[src/rtl/vend_pkg.sv]
// Shared types and constants for the vending machine datapath blocks.
package vend_pkg;

  localparam int unsigned ItemWDefault = 4;
  localparam int unsigned CntWDefault  = 4;
  // Value of one returned coin in cents; the coin FSM prices in these units.
  localparam int unsigned NickelCents  = 5;

  typedef enum logic [2:0] {
    StIdle,
    StCheck,
    StDispense,
    StChange,
    StGap,
    StDone,
    StFault
  } vend_state_e;

endpackage

[src/rtl/vend_pulse_spacer.sv]
// Loadable down-counter that emits one single-cycle pulse per count, separated
// by NICKEL_GAP idle cycles. The first pulse appears the cycle after load.
module vend_pulse_spacer #(
  parameter int unsigned CNT_W      = 4,
  parameter int unsigned NICKEL_GAP = 3
) (
  input  logic             clk_i,
  input  logic             rst_i,
  input  logic             load_i,
  input  logic [CNT_W-1:0] count_i,
  output logic             pulse_o,
  output logic             last_o,
  output logic             gap_end_o
);

  localparam int unsigned GapW = $clog2(NICKEL_GAP + 1);

  logic [CNT_W-1:0] cnt_q;
  logic [GapW-1:0]  gap_q;
  logic             active_q;

  always_ff @(posedge clk_i) begin
    if (rst_i) begin
      cnt_q    <= '0;
      gap_q    <= '0;
      active_q <= 1'b0;
    end else if (load_i) begin
      cnt_q    <= count_i;
      gap_q    <= '0;
      active_q <= (count_i != '0);
    end else if (active_q) begin
      if (gap_q == '0) begin
        // Decrement only while non-zero so the count can never wrap.
        if (cnt_q != '0) cnt_q <= cnt_q - 1'b1;
        if (cnt_q <= CNT_W'(1)) active_q <= 1'b0;
        else                    gap_q    <= GapW'(NICKEL_GAP);
      end else begin
        gap_q <= gap_q - 1'b1;
      end
    end
  end

  assign pulse_o   = active_q && (gap_q == '0);
  assign last_o    = pulse_o && (cnt_q <= CNT_W'(1));
  assign gap_end_o = active_q && (gap_q == GapW'(1));

endmodule

[src/rtl/vend_dispense_sequencer.sv]
// Post-sale sequencer: runs the item motor with a timeout, then pays change
// (or a refund on empty slot / motor fault) as spaced nickel pulses.
module vend_dispense_sequencer
  import vend_pkg::*;
#(
  parameter int unsigned ITEM_W        = ItemWDefault,
  parameter int unsigned CNT_W         = CntWDefault,
  parameter int unsigned MOTOR_TIMEOUT = 200,
  parameter int unsigned NICKEL_GAP    = 3
) (
  input  logic                 clock,
  input  logic                 reset,
  input  logic                 req_valid,
  output logic                 req_ready,
  input  logic [ITEM_W-1:0]    req_item,
  input  logic [CNT_W-1:0]     req_change,
  input  logic [CNT_W-1:0]     req_refund,
  input  logic [2**ITEM_W-1:0] item_empty,
  output logic                 motor_on,
  output logic [ITEM_W-1:0]    motor_sel,
  input  logic                 motor_done,
  output logic                 nickel_out,
  output logic                 dispense,
  output logic                 done,
  output logic                 fault,
  input  logic                 fault_clear
);

  localparam int unsigned TmoW = (MOTOR_TIMEOUT > 2) ? $clog2(MOTOR_TIMEOUT) : 1;

  vend_state_e       state_q;
  logic [ITEM_W-1:0] item_q;
  logic [CNT_W-1:0]  change_q;
  logic [CNT_W-1:0]  refund_q;
  logic [TmoW-1:0]   tmo_q;
  logic              refund_pending_q;
  logic              fault_q;
  logic              motor_on_q;
  logic [ITEM_W-1:0] motor_sel_q;
  logic              done_q;

  logic              slot_empty;
  logic              tmo_hit;
  logic              pay_load;
  logic [CNT_W-1:0]  pay_count;
  logic              pay_pulse;
  logic              pay_last;
  logic              gap_end;

  assign slot_empty = item_empty[item_q];
  assign tmo_hit    = (tmo_q == TmoW'(MOTOR_TIMEOUT - 1));

  // Spacer load requests mirror the transitions into StChange below.
  always_comb begin
    pay_load  = 1'b0;
    pay_count = refund_q;
    case (state_q)
      StCheck:    pay_load = slot_empty && (refund_q != '0);
      StDispense: begin
        pay_load  = motor_done && (change_q != '0);
        pay_count = change_q;
      end
      StFault:    pay_load = refund_pending_q && (refund_q != '0);
      default:    ;
    endcase
  end

  vend_pulse_spacer #(
    .CNT_W      (CNT_W),
    .NICKEL_GAP (NICKEL_GAP)
  ) u_spacer (
    .clk_i     (clock),
    .rst_i     (reset),
    .load_i    (pay_load),
    .count_i   (pay_count),
    .pulse_o   (pay_pulse),
    .last_o    (pay_last),
    .gap_end_o (gap_end)
  );

  always_ff @(posedge clock) begin
    if (reset) begin
      state_q          <= StIdle;
      item_q           <= '0;
      change_q         <= '0;
      refund_q         <= '0;
      tmo_q            <= '0;
      refund_pending_q <= 1'b0;
      fault_q          <= 1'b0;
      motor_on_q       <= 1'b0;
      motor_sel_q      <= '0;
      done_q           <= 1'b0;
    end else begin
      done_q <= 1'b0;
      case (state_q)
        StIdle: begin
          if (req_valid) begin
            item_q   <= req_item;
            change_q <= req_change;
            refund_q <= req_refund;
            state_q  <= StCheck;
          end
        end
        StCheck: begin
          if (slot_empty) begin
            if (refund_q != '0) begin
              state_q <= StChange;
            end else begin
              state_q <= StDone;
              done_q  <= 1'b1;
            end
          end else begin
            state_q     <= StDispense;
            motor_on_q  <= 1'b1;
            motor_sel_q <= item_q;
            tmo_q       <= '0;
          end
        end
        StDispense: begin
          // A completion in the final timeout cycle wins over the fault.
          if (motor_done) begin
            motor_on_q  <= 1'b0;
            motor_sel_q <= '0;
            if (change_q != '0) begin
              state_q <= StChange;
            end else begin
              state_q <= StDone;
              done_q  <= 1'b1;
            end
          end else if (tmo_hit) begin
            motor_on_q       <= 1'b0;
            motor_sel_q      <= '0;
            fault_q          <= 1'b1;
            refund_pending_q <= 1'b1;
            state_q          <= StFault;
          end else begin
            tmo_q <= tmo_q + 1'b1;
          end
        end
        StChange: begin
          if (pay_last) begin
            if (fault_q) begin
              state_q <= StFault;
            end else begin
              state_q <= StDone;
              done_q  <= 1'b1;
            end
          end else begin
            state_q <= StGap;
          end
        end
        StGap: begin
          if (gap_end) state_q <= StChange;
        end
        StFault: begin
          if (refund_pending_q) begin
            refund_pending_q <= 1'b0;
            if (refund_q != '0) state_q <= StChange;
          end else if (fault_clear) begin
            fault_q <= 1'b0;
            state_q <= StIdle;
          end
        end
        StDone: state_q <= StIdle;
        default: state_q <= StIdle;
      endcase
    end
  end

  assign req_ready  = (state_q == StIdle);
  assign motor_on   = motor_on_q;
  assign motor_sel  = motor_sel_q;
  assign nickel_out = pay_pulse;
  assign dispense   = (state_q == StDispense) && motor_done;
  assign done       = done_q;
  assign fault      = fault_q;

endmodule

[config.mk]
export PLATFORM = sky130hd
export DESIGN_NAME = vend_dispense_sequencer
export DESIGN_NICKNAME = d
export VERILOG_FILES = /design/src/rtl/vend_pkg.sv /design/src/rtl/vend_pulse_spacer.sv /design/src/rtl/vend_dispense_sequencer.sv
export SDC_FILE = /design/constraint.sdc
export NUM_CORES = 1
export LEC_CHECK = 0
export ABC_AREA = 0
export BUFFER_PORTS_ARGS = -buffer_cell sky130_fd_sc_hd__buf_2
export CAP_MARGIN = 5
export CORE_ASPECT_RATIO = 1.2
export CORE_MARGIN = 3
export CORE_UTILIZATION = 49
export CTS_CLUSTER_SIZE = 24
export DETAILED_ROUTE_END_ITERATION = 16
export GPL_ROUTABILITY_DRIVEN = 1
export PLACE_DENSITY_LB_ADDON = 0.05
export REMOVE_ABC_BUFFERS = 1
export SLEW_MARGIN = 20
export SYNTH_ARGS = -nofsm -noshare
export SYNTH_HDL_FRONTEND = slang
export SYNTH_SLANG_ARGS = --single-unit
[constraint.sdc]
create_clock -name clock -period 1.8 [get_ports clock]
set_input_delay 0.18 -clock clock [delete_from_list [all_inputs] [get_ports clock]]
set_output_delay 0.18 -clock clock [all_outputs]
set_load 0.02 [all_outputs]
==> key figures <==
GRT
  • Largest net degree at the start of global routing: 21
  • Gr usage total: a little under a quarter
  • First-pass GRT wire length: between 9000 and 10000 um
  • Vias in the first global route: roughly 2100
  • Initial antenna violation count: 0
  • Overflow after GRT: 0

Timing
  • Tcrit/Tclk final: 106%
  • Unrepaired setup endpoints after global routing: yes
  • Hold Fails Final Rpt: 0
  • Final Max Slew Viols: 0
  • Smallest hold slack: ~0.11 ns
  • Rel. slew slack: between 70% and 80%
  • FMAX: between 500 and 600 MHz
  • Final Skew: around 0.0073 ns
  • Final count of negative-setup-slack endpoints: 10
  • Post-route setup slack: -0.0996 ns
  • Worst slew pin tran: between 0.4 and 0.5 ns
  • Post-layout minimum cycle time: between 1.5 and 2 ns

Pwr
  • Seq pwr share: between 20% and 30%
  • Net Switching: ~1.5 mW
  • Maximum vdd ir drop: a little under 0.7 mV
  • Combinational share of power: between 50 and 60%
  • Int Pwr: approximately 2.4 mW
  • Clock share of power: a little under a fifth
  • LEAKAGE: 1.19 nW
  • Switching power share of the total: about two fifths
  • Pwr Density: ~1300 nW/um^2

Clock tree
  • Clock root cell: clkbuf_8
  • CTS HTree Levels: 2
  • # hold bufs at CTS: 0
  • Cts bufs inserted: 5
  • Clk sink count: 38
  • Clk Latency, worst-skew pair: 0.29 ns
  • CTS tree: built
  • CTS Buffer Depth: 2
  • CTS clock-pin slew for the worst setup and hold paths: 0.08 ns

Floorplanning
  • Die ar.: ~5200 sq um
  • Die W: between 60 and 70 um
  • Starting Density: 52.3%
  • IO Pins: 43
  • Core ar.: 4070 sq um
  • Die Span Y: 78.2 um
  • Row Count: 25

Layout
  • Non-Filler Instances: around 400
  • Area growth, synth to finish: 39.4%
  • Fraction of layout cells with a size suffix above 1: a little under two fifths
  • Net count, final: approximately 380
  • Antenna Cells: 0

Placement
  • Placed Cells: ~380
  • Final Wtd Congestion: approximately 0.9
  • PortBufs: 42
  • DP HPWL: ~4000 um

Synth
  • Sequential area share after synthesis: a little over a third
  • Synth Cell Area: around 2100 sq um
  • Synth area leader: dfxtp_1
  • Top_reg_cell synth: dfxtp_1
  • Synth Area in XOR/XNOR: 2.47%
  • Post-synthesis simple-gate area fraction: ~25%
  • Largest family of logic cells by synthesized area: simple AND/OR/NAND/NOR gates
  • Top cells by instance count after synthesis: dfxtp_1 (38), nand2_1 (38), a21oi_1 (29)
  • Post-synth cell types: 52
  • Post-synth top area share: 35.7%
  • Ranking of synthesized cells by area: dfxtp_1 (36%), mux2i_1 (7.1%), a21oi_1 (6.8%), nand2_1 (6.7%), ha_1 (3.5%)
  • Adder-cell share of the synthesized area: ~3.5%
  • Multiplexer share of the synthesized area: under 10%
  • FF+latch count, synth: 38
  • Complex-gate fraction of the synthesized area: just over 20%
  • Mean Syn Cell Area: roughly 8.2 sq um
  • Synth Instances: between 200 and 300
  • Number of enable flip-flop cells after synthesis: 0
  • Async set-reset flop share out of synthesis: 0%
  • Synth Warn #: 0

Worst hold path
  • Hold Path Class: in2reg
  • Hold path startpoint: req_item[2]

Critical path
  • Slowest cell on crit path: or4b_1
  • Critical Path Max Stage Delay: 0.50 ns
  • R2r startpoint: item_q[0]$_SDFFE_PP0P_
  • CP Max Fanout: 6
  • Worst EP arrival: 2.13 ns
  • Worst setup path class: reg2reg
  • Startpoint type of the worst setup path: register
  • Worst setup EP type: register
  • WP data required: 2.03 ns
  • CP Cell Sequence: buf_6 > mux2i_2 > o32ai_2 > o31a_1 > or4b_1 > a21oi_1
  • CP startpoint: item_q[0]$_SDFFE_PP0P_

Flow run
  • Total of max-cap violations: 0

Detailed routing
  • Via density: 5.65
  • Initial DRC Count: 110
  • Final ANT Viol Nets: 0
  • Total Wirelength: about 5600 um
  • Drt pass-1 iters: 4
  • Avg WL per Cell: around 14 um
  • DR DRC count: 0
  • Total number of vias: 2210

Run status
  • Failing checks: negative setup slack
  • Status: finished with violations
## registers in the layout (all words and copies together), names as in the netlist
| register | count |
|---|---|
| change_q | 4 |
| u_spacer.active_q | 1 |
| motor_sel | 4 |
| u_spacer.gap_q | 2 |
| u_spacer.cnt_q | 4 |
| state_q | 3 |
| refund_q | 4 |
| refund_pending_q | 1 |
| tmo_q | 8 |
| done | 1 |
| motor_on | 1 |
| item_q | 4 |
| fault | 1 |
## critical path, delay by kind of cell, from the launching register on
kind,cells,cell delay (ns)
DFF,1,0.37
AOI/OAI and AO/OA,3,0.61
and+or+nand+nor,1,0.50
muxes,1,0.23
buffers and inverters,1,0.12
## layout by cell type, fill, tap and decap left out, types with 2 or more instances in the layout
cell type and count:
a2111oi_0 2, a211oi_1 6, a21o_1 3, a21oi_1 27
a21oi_4 2, a2bb2o_1 3, a31oi_1 3, and2_1 3
and3_1 2, buf_2 42, buf_4 34, buf_6 4
clkbuf_8 5, dfxtp_1 33, dfxtp_2 3, dfxtp_4 2
ha_1 5, inv_1 13, mux2i_1 14, nand2_1 38
nand2b_1 6, nand3_1 8, nand3_2 2, nand4_1 4
nand4b_1 3, nor2_1 10, nor2b_1 2, nor3_1 7
nor4_2 2, o21ai_0 3, o221ai_2 2, o22ai_2 2
or2_2 3, or3_1 2, or3_4 2, xor2_1 5
## kinds of logic (layout without fill, tap and decap cells)
kind of cell / after synthesis / in the layout
xor+xnor: 6 / 6
mux: 16 / 16
buf+inv: 27 / 103
simple gates: 102 / 102
flops: 38 / 38
fa+ha+maj: 6 / 6
compound gates: 66 / 66
## layer usage
layer  share of wire (%)  up-vias  track usage, %
li1                    -     1093               -
met1                  43     1049            28.7
met2                  51       59            37.5
met3                 4.6        9            4.58
met4                 1.3        0            7.93
met5                   0        -               0
## metrics by stage
step / instance area (sq um) / utilization, % / TNS, ns / setup WS [ns] / power (mW)
finish: 2970 / 73.0 / -0.365 / -0.0996 / 3.95
global route: 2970 / 73.0 / -1.33 / -0.158 / 4.21
CTS: 2790 / 68.6 / -0.323 / -0.0848 / 3.71
detailed placement: 2600 / 63.8 / -1.78 / -0.203 / 2.86
global placement: 2600 / 63.8 / -0.924 / -0.134 / 2.85
floorplan: 2070 / - / -0.932 / -0.177 / 2.11
## layout make-up
cell class,count,area (sq um)
tap,54,67.6
fill,345,1100
multi-input combinational,196,1440
inverter,14,52.6
clock inverter,2,37.5
sequential,38,772
clock buffer,6,72.6
timing repair buffer,81,531
## path summary, 6_finish.rpt
| path | cells past startpoint | to | slack [ns] |
|---|---|---|---|
| max reg2reg | 6 | tmo_q[1]$_SDFFE_PP0P_ | -0.1 |
| min reg2reg | 2 | motor_sel[3]$_SDFFE_PP0P_ | 0.47 |
| min | 3 | item_q[2]$_SDFFE_PP0P_ | 0.11 |
| max | 6 | tmo_q[1]$_SDFFE_PP0P_ | -0.1 |
## what timing repair did
action | 4_1_cts | 5_1_grt
resized for setup | 15 | 25
setup buffers | 4 | 4
setup endpoints to repair | 23 | 24
pin swaps | 4 | 14
## power by group through the flow
stage / logic [mW] / registers, mW / clock network (mW)
finish: 2.10 / 1.12 / 0.734
global route: 2.29 / 1.14 / 0.785
CTS: 1.87 / 1.10 / 0.742
detailed placement: 1.74 / 1.11 / 0
global placement: 1.74 / 1.11 / 0
floorplan: 0.924 / 1.19 / 0
Note: power is estimated with default switching activity, not from simulation.
